## src/rtl/seg7_scan_driver.sv

```systemverilog
//
// seg7_scan_driver
// ----------------
// Eight-digit, time-multiplexed, active-low 7-segment display driver.
//
// The upstream scan prescaler supplies a 3-bit digit index (scan_idx) that
// steps slowly. This block lights one digit at a time, based on that index.
//
// Two 32-bit hex buffers are kept:
//   - The "active" buffer is what the display shows.
//   - The "shadow" buffer is written by the load strobe.
// The shadow is copied into the active buffer only at a frame boundary
// (index 7 -> 0). Because of this, a frame never mixes old and new digits.
//
// Every index change starts a blanking interval of BLANK_CYCLES clocks.
// During that interval all anodes are dark, so the previous digit's
// segments cannot ghost onto the new anode.
//
// Leading-zero suppression is optional. When it is on, a digit above
// digit 0 has its segments blanked if it and every higher digit are zero.
//
// Parameters
//   BLANK_CYCLES  dark clocks after each index change
//                 (1 .. scan step period - 1)
//   LZ_SUPPRESS   1 = blank leading zero digits, 0 = show all digits
//
// Ports
//   clk          system clock
//   rst_n        asynchronous active-low reset
//   scan_idx     digit index from the scan prescaler
//   data_in      hex value, digit k = data_in[4k+3:4k]
//   dp_in        decimal points, bit k = digit k, 1 = lit
//   load         one-cycle strobe capturing data_in/dp_in into the shadow
//   pending      shadow holds data not yet displayed
//   frame_start  one-cycle pulse after each 7 -> 0 index transition
//   an           digit anodes, active-low (one-hot-low or all high)
//   seg          segments {g,f,e,d,c,b,a}, active-low
//   dp           decimal point, active-low
//
module seg7_scan_driver #(
    parameter int BLANK_CYCLES = 64,
    parameter bit LZ_SUPPRESS  = 1'b1
) (
    input  logic        clk,
    input  logic        rst_n,
    input  logic [2:0]  scan_idx,
    input  logic [31:0] data_in,
    input  logic [7:0]  dp_in,
    input  logic        load,
    output logic        pending,
    output logic        frame_start,
    output logic [7:0]  an,
    output logic [6:0]  seg,
    output logic        dp
);

    // The counter only ever holds BLANK_CYCLES-1 down to 0.
    localparam int CW = (BLANK_CYCLES > 1) ? $clog2(BLANK_CYCLES) : 1;
    localparam logic [CW-1:0] CNT_RELOAD = CW'(BLANK_CYCLES - 1);

    typedef enum logic {
        ST_BLANK = 1'b0,
        ST_SHOW  = 1'b1
    } state_t;

    state_t          state_q;
    state_t          state_d;
    logic [CW-1:0]   cnt_q;
    logic [CW-1:0]   cnt_d;
    logic [2:0]      idx_q;

    logic [31:0]     active_data;
    logic [7:0]      active_dp;
    logic [31:0]     shadow_data;
    logic [7:0]      shadow_dp;

    logic            idx_change;
    logic            frame_edge;

    logic [7:0]      zero_from;
    logic [3:0]      cur_nibble;
    logic            lz_blank;

    logic [7:0]      an_d;
    logic [6:0]      seg_d;
    logic            dp_d;

    // Active-low hex decode, bit order {g,f,e,d,c,b,a}.
    function automatic logic [6:0] hex_to_seg(input logic [3:0] nib);
        logic [6:0] s;
        case (nib)
            4'h0:    s = 7'b1000000;
            4'h1:    s = 7'b1111001;
            4'h2:    s = 7'b0100100;
            4'h3:    s = 7'b0110000;
            4'h4:    s = 7'b0011001;
            4'h5:    s = 7'b0010010;
            4'h6:    s = 7'b0000010;
            4'h7:    s = 7'b1111000;
            4'h8:    s = 7'b0000000;
            4'h9:    s = 7'b0010000;
            4'hA:    s = 7'b0001000;
            4'hB:    s = 7'b0000011;
            4'hC:    s = 7'b1000110;
            4'hD:    s = 7'b0100001;
            4'hE:    s = 7'b0000110;
            default: s = 7'b0001110;
        endcase
        return s;
    endfunction

    // Any difference between the incoming index and the registered one
    // counts as a digit change. This covers sequential steps and arbitrary
    // jumps alike. Only the 7 -> 0 step marks a frame boundary.
    assign idx_change = (scan_idx != idx_q);
    assign frame_edge = idx_change && (idx_q == 3'd7) && (scan_idx == 3'd0);

    always_ff @(posedge clk or negedge rst_n) begin
        if (!rst_n) begin
            idx_q <= 3'd0;
        end else begin
            idx_q <= scan_idx;
        end
    end

    // Blank/show sequencing.
    // An index change always forces BLANK and restarts the interval, even
    // when the block is already blanking.
    always_comb begin
        state_d = state_q;
        cnt_d   = cnt_q;
        if (idx_change) begin
            state_d = ST_BLANK;
            cnt_d   = CNT_RELOAD;
        end else begin
            case (state_q)
                ST_BLANK: begin
                    if (cnt_q == '0) begin
                        state_d = ST_SHOW;
                    end else begin
                        cnt_d = cnt_q - 1'b1;
                    end
                end
                ST_SHOW: begin
                    state_d = ST_SHOW;
                end
                default: begin
                    state_d = ST_BLANK;
                    cnt_d   = CNT_RELOAD;
                end
            endcase
        end
    end

    always_ff @(posedge clk or negedge rst_n) begin
        if (!rst_n) begin
            state_q <= ST_BLANK;
            cnt_q   <= CNT_RELOAD;
        end else begin
            state_q <= state_d;
            cnt_q   <= cnt_d;
        end
    end

    // Double buffer.
    // At a boundary the swap uses the shadow contents from before the edge.
    // A load on the same edge therefore lands in the shadow for the next
    // frame, and pending stays set.
    always_ff @(posedge clk or negedge rst_n) begin
        if (!rst_n) begin
            active_data <= 32'd0;
            active_dp   <= 8'd0;
            shadow_data <= 32'd0;
            shadow_dp   <= 8'd0;
            pending     <= 1'b0;
        end else begin
            if (frame_edge && pending) begin
                active_data <= shadow_data;
                active_dp   <= shadow_dp;
            end
            if (load) begin
                shadow_data <= data_in;
                shadow_dp   <= dp_in;
            end
            if (load) begin
                pending <= 1'b1;
            end else if (frame_edge) begin
                pending <= 1'b0;
            end
        end
    end

    // zero_from[k] is set when nibbles k..7 of the active value are all
    // zero. It is built from the top nibble downward.
    always_comb begin
        zero_from    = 8'd0;
        zero_from[7] = (active_data[31:28] == 4'd0);
        for (int k = 6; k >= 0; k--) begin
            zero_from[k] = zero_from[k+1] && (active_data[4*k +: 4] == 4'd0);
        end
    end

    assign cur_nibble = active_data[{idx_q, 2'b00} +: 4];
    assign lz_blank   = LZ_SUPPRESS && (idx_q != 3'd0) && zero_from[idx_q];

    // Display outputs are decoded from the next state, so the registered
    // outputs already reflect the new state on the edge where it is entered.
    // This makes the outputs dark on the edge of an index change. A SHOW
    // next state implies no index change, so idx_q equals the digit being
    // shown, and the active buffer does not swap on that edge.
    always_comb begin
        an_d  = 8'hFF;
        seg_d = 7'h7F;
        dp_d  = 1'b1;
        if (state_d == ST_SHOW) begin
            an_d[idx_q] = 1'b0;
            seg_d       = lz_blank ? 7'h7F : hex_to_seg(cur_nibble);
            dp_d        = ~active_dp[idx_q];
        end
    end

    always_ff @(posedge clk or negedge rst_n) begin
        if (!rst_n) begin
            an          <= 8'hFF;
            seg         <= 7'h7F;
            dp          <= 1'b1;
            frame_start <= 1'b0;
        end else begin
            an          <= an_d;
            seg         <= seg_d;
            dp          <= dp_d;
            frame_start <= frame_edge;
        end
    end

endmodule

```

## config.mk

```make
export PLATFORM = sky130hd
export DESIGN_NAME = seg7_scan_driver
export DESIGN_NICKNAME = d
export VERILOG_FILES = /design/src/rtl/seg7_scan_driver.sv
export SDC_FILE = /design/constraint.sdc
export NUM_CORES = 1
export LEC_CHECK = 0
export BUFFER_PORTS_ARGS = -buffer_cell sky130_fd_sc_hd__buf_2
export CORE_MARGIN = 2
export CORE_UTILIZATION = 57
export DETAILED_ROUTE_END_ITERATION = 7
export GPL_TIMING_DRIVEN = 0
export PLACE_DENSITY = 0.79
export SLEW_MARGIN = 15
export SYNTH_ARGS = -nofsm -noshare
export SYNTH_HDL_FRONTEND = slang
export SYNTH_SLANG_ARGS = --single-unit
export TNS_END_PERCENT = 50
```

## constraint.sdc

```tcl
create_clock -name clk -period 3.3 [get_ports clk]
set_clock_uncertainty 0.05 [all_clocks]
set_input_delay 0.33 -clock clk [delete_from_list [all_inputs] [get_ports clk]]
set_output_delay 0.33 -clock clk [all_outputs]
set_load 0.005 [all_outputs]
```

# Word level (Yosys, flattened, before mapping)
# Memories as Yosys holds them, arrays and structs flattened.
# Index checks and enable logic that the tools add are counted.
[totals]
ff_bits = 108
latchBits = 0
ram_bits = 0
rom_bits = 112
input_bits = 46
output_inout_bits = 18
word_cells = 67
memories = 1
[op_classes]
add_sub_neg = 1
multipliers = 0
div = 0
n_lt_le_gt_ge = 2
eq_ne = 4
n_shift = 1
mux = 18
bitwise = 3
reduce_logical = 25
[memory_table]
columns = ["name", "depth", "word_bits", "rd", "rd_ports_with_merged_regs", "write_ports", "line_no", "source"]
rows = [
  ["(no name shown)", 16, 7, 1, 0, 0, "91", "case (nib)"],
]
[op_table]
columns = ["cell", "count"]
rows = [
  ["$logic_not 4->1", 8],
  ["$shiftx 32x6->4", 1],
  ["$mux 6", 3],
  ["$mux 7", 2],
  ["$logic_and 1x1->1", 12],
  ["$mux 1", 8],
  ["$mux 8", 1],
  ["$not 8->8", 1],
  ["$bmux 1 s3", 2],
  ["$logic_not 6->1", 1],
  ["$sub 6x1->6 const B", 1],
  ["$lt 3x4->1 const B", 1],
  ["$demux 1 s3", 1],
  ["$eq 3x3->1 const B", 1],
  ["$ge 3x1->1 const B", 1],
  ["$logic_not 3->1", 1],
  ["$ne 3x3->1", 1],
  ["$reduce_bool 3->1", 1],
  ["$ne 2x1->1 const B", 1],
  ["$ne 2x2->1 const B", 1],
  ["$not 1->1", 2],
  ["$pmux 1 s2", 1],
  ["$reduce_and 2->1", 1],
  ["$reduce_bool 2->1", 1],
]

# Logic depth before layout (Yosys ltp)
[depth]
word_depth = 13
depth_mapped = 10
depth_no_buf = 8

# Least setup slack after synthesis
# Ideal clock, no wire load.
[synth_timing]
path_type = "flip-flop to flip-flop"
from = "register idx_q[0]"
to = "register seg[6]"
setup_time_ns = 0.096
arrival_time_ns = 2.123
required_time_ns = 3.154
path_slack_ns = 1.031
stages_incl_launch_ff = 9
path_buffers = 1
synth_period_minus_slack_ns = 2.269
path_cell_list = "dfrtp_1 > buf_6 > mux4_1 > a21oi_1 > inv_1 > ha_1 > mux2_4 > nand2_1 > o211ai_1"
[synth_via]
elab_chain_cells = 5
elab_cells_between_ends = 10
cone_classes = "eq/ne (1); shift (1); mux (5); reduce/logical (2); memory (1)"
[synth_rtl]
columns = ["item", "line_no", "source"]
rows = [
  ["from (decl)", "70", "logic [2:0] idx_q;"],
  ["from (signal assigned)", "122", "idx_q <= scan_idx;"],
  ["parallel branches: the longest is 4 deep, another holds $mem_v2 16x7", "--", ""],
  ["$mux 7 *", "215", "if (state_d == ST_SHOW) begin"],
  ["named net seg_d[6]", "85", "logic [6:0] seg_d;"],
  ["to (signal assigned)", "230", "seg <= seg_d;"],
  ["to (decl)", "53", "output logic [6:0] seg,"],
]
# Mark *: on every way through the listed nets, which the timed path passes. The select of a mux whose other input is x is not followed.
# A chain may end at the register's enable or synchronous reset.

# Worst setup path after layout
# Ends and elaborated chain as after synthesis.

==> flow_summary.json <==
{
  "maxCapViolCount": 0,
  "dieArea_um2": 8990,
  "min_path_type": "in2reg",
  "ff2ff_setup_slack_ps": 770,
  "r2r_end": "seg[6]",
  "numPortBuffers": 62,
  "vias_per_cell": 5.55,
  "synthMuxAreaShare": 0.250,
  "post_drt_wl_per_cell_um": 16.7,
  "worstSetupEndpointType": "flop",
  "reg2regPathDepth": 8,
  "rsz0062_at_grt": "no",
  "fp.dieH_um": 94.8,
  "final_common_cell": "dfrtp_1",
  "die_x_um": 94.8,
  "avgSynthCellArea_um2": 14.1,
  "mostFrequentLayoutCells": "dfrtp_1, mux2_2, buf_2, nand2_1, dfstp_2",
  "worstPathMaxFanout": 7,
  "cp.required_ps": 3530,
  "fin_cells": 519,
  "diodes": 0,
  "synth_top_family_by_area": "multiplexers",
  "clkTransAtPathRegs_ps": 100,
  "clock_latency_ps": 370,
  "hold_depth": 1,
  "antenna_found_initial": 0,
  "start_util": 0.581,
  "setup_ws_ps": 774,
  "synth-compound-area-share": 0.0450,
  "cts.repair.resized": 0,
  "grt_pass1_wl_mm": 14.2,
  "place_ws_ps": 781,
  "synth_cell_types": 45,
  "critPathMaxStageDelay_ps": 540,
  "synth_xor_area_frac": 0.0130,
  "cts_buffers": 9,
  "first_global_vias": 2890,
  "crit_arrival_ps": 2750,
  "multi_input_area_um2": 1860,
  "synth_top_cells_by_area": "dfrtp_1, mux2_2, dfstp_2, ha_1, mux2i_1",
  "drt_first_pass_iters": 4,
  "rows": 33,
  "seq_area_frac_synth": 0.581,
  "drive_gt1_frac": 0.476,
  "synthesis.nets": 388,
  "power_mw": 2.81,
  "drt-initial-drc-count": 113,
  "cp_top_family": "multiplexers",
  "crit_path_start_kind": "flop",
  "powerDensity_nw_per_um2": 524,
  "holdPathEnd": "idx_q[1]",
  "reg2reg_from": "idx_q[0]",
  "io_pins": 64,
  "yosys_most_used_dff": "dfrtp_1",
  "dp_cells": 502,
  "ys_ff_latch": 108,
  "ant_nets": 0,
  "synth_area_um2": 4700,
  "whs_ps": 76.2,
  "drc": 0,
  "p_leak_nw": 2.42,
  "vdd_drop_max_mv": 0.318,
  "final_hold_viol_count": 0,
  "yosysWarnings": 0,
  "maxSlewHeadroom": 0.598,
  "seq_area_um2": 2730,
  "drv_slew": 0,
  "cts_buffer_depth": 2,
  "hp-start": "scan_idx[1]",
  "grt_overflow_total": 0,
  "path_cells": "buf_6 -> mux4_1 -> a21oi_1 -> inv_1 -> ha_1 -> mux2_4 -> nand2_1 -> o211ai_1",
  "timing.fmax_mhz": 396,
  "synthAdderAreaFrac": 0.0213,
  "slowest_stage": "mux4_1",
  "cts_sinks": 108,
  "yosys.area_share.simple": 0.0657,
  "netlist_instances": 334,
  "yosysTopAreaCell": "dfrtp_1",
  "async_reset_ff_frac": 1.00,
  "dpl.hpwl_mm": 6.52,
  "grtUsageTotal": 0.212,
  "cts_root_buffer": "clkbuf_8",
  "totalWireLength_mm": 8.66,
  "timing.final.crit_share": 0.766,
  "cp_num_buf_inv": 2,
  "gp_congestion": 0.834,
  "period_needed_ps": 2530,
  "setup_viol": 0,
  "fillers": 636,
  "synth_top_area_frac": 0.458,
  "core_area_um2": 8090,
  "synth_edf_count": 0,
  "outcome": "completed",
  "tightest_slew_ps": 603,
  "cts_tree": "yes",
  "via_count": 2882,
  "grt_max_degree": 66,
  "fin_setup_tns_ps": 0,
  "h-tree-depth": 3,
  "area_growth_pct": 14.0,
  "nets": 463,
  "crit_type": "reg2reg"
}
registers in the layout, summed over array words and instances, names as in the netlist:
name and count:
active_dp 8, seg 7, an 8, dp 1, shadow_dp 8, shadow_data 32, state_q 1, idx_q 3
cnt_q 6, frame_start 1, pending 1, active_data 32
through the flow:
stage | area, um2 | utilization
floorplan | 4700 | -
global placement | 5140 | 0.636
detailed placement | 5180 | 0.640
CTS | 5360 | 0.662
global route | 5360 | 0.662
finish | 5360 | 0.662
synthesized netlist by cell type (2+ instances only):
master    count
ha_1          8
o221ai_1      2
o21ai_0       2
nand2b_1      2
mux4_1        2
o211ai_1      4
nand2_1      22
buf_2         6
xnor2_1       3
xor2_1        4
mux2_4        2
buf_6         2
nand3_1      10
mux2i_1      10
nor2b_1       2
mux2_2       80
nor4_1        8
inv_1         8
mux4_2        4
a21oi_1       7
nor3_1        2
dfrtp_1      86
a21o_1        2
dfstp_2      22
nor2_1        8
clkbuf_1      7
worst reg2reg max path: cells and delay by family (launching register included):
family / cells / cell delay [ps]
muxes: 2 / 820
AOI/OAI and AO/OA: 2 / 610
adders and majority gates: 1 / 270
DFF: 1 / 350
buffers and inverters: 2 / 290
and+or+nand+nor: 1 / 60
worst max path at each step:
stage,from,cells past startpoint,end,slack [ps]
after floorplan,idx_q[0],8,seg[6],1030
after global placement,rst_n,1,shadow_data[28],760
after detailed placement,idx_q[0],10,seg[6],780
after CTS,idx_q[0],10,seg[6],770
after global routing,idx_q[0],8,seg[6],590
final,idx_q[0],8,seg[6],770
repair_timing:
| item | 4_1_cts | 5_1_grt |
|---|---|---|
| endpoints found under the setup margin | 0 | 0 |
| hold buffers | 1 | 0 |
| setup buffers | 0 | 0 |
| endpoints found under the hold margin | 21 | 0 |
logic make-up after synthesis:
logic type / Yosys count
adder cells (fa/ha/maj): 8
AND/OR/NAND/NOR: 61
XOR/XNOR: 7
flip-flops: 108
multiplexers: 98
AO/OA/AOI/OAI: 28
buffers and inverters: 24
where the power goes:
| part | leakage, nW | internal (mW) | switching (mW) | total [mW] |
|---|---|---|---|---|
| Combinational | 1.05 | 0.265 | 0.235 | 0.500 |
| Clock | 0.0842 | 0.298 | 0.417 | 0.716 |
| Sequential | 1.28 | 1.48 | 0.112 | 1.59 |
layout make-up:
cell class | instances | share of cell area
clock inverter | 3 | 0.00420
sequential | 108 | 0.509
clock buffer | 13 | 0.0278
multi-input combinational | 202 | 0.346
buffer | 16 | 0.0161
timing repair buffer | 64 | 0.0661
inverter | 8 | 0.00560
tap | 105 | 0.0245
per-layer routing:
layer | track usage | vias up | routed length, um
met2 | 0.355 | 58 | 4480
li1 | - | 1344 | -
met1 | 0.274 | 1466 | 3690
met3 | 0.0511 | 14 | 335
met5 | 0 | - | 0
met4 | 0.0725 | 0 | 150
(Power assumes the default switching activity.)
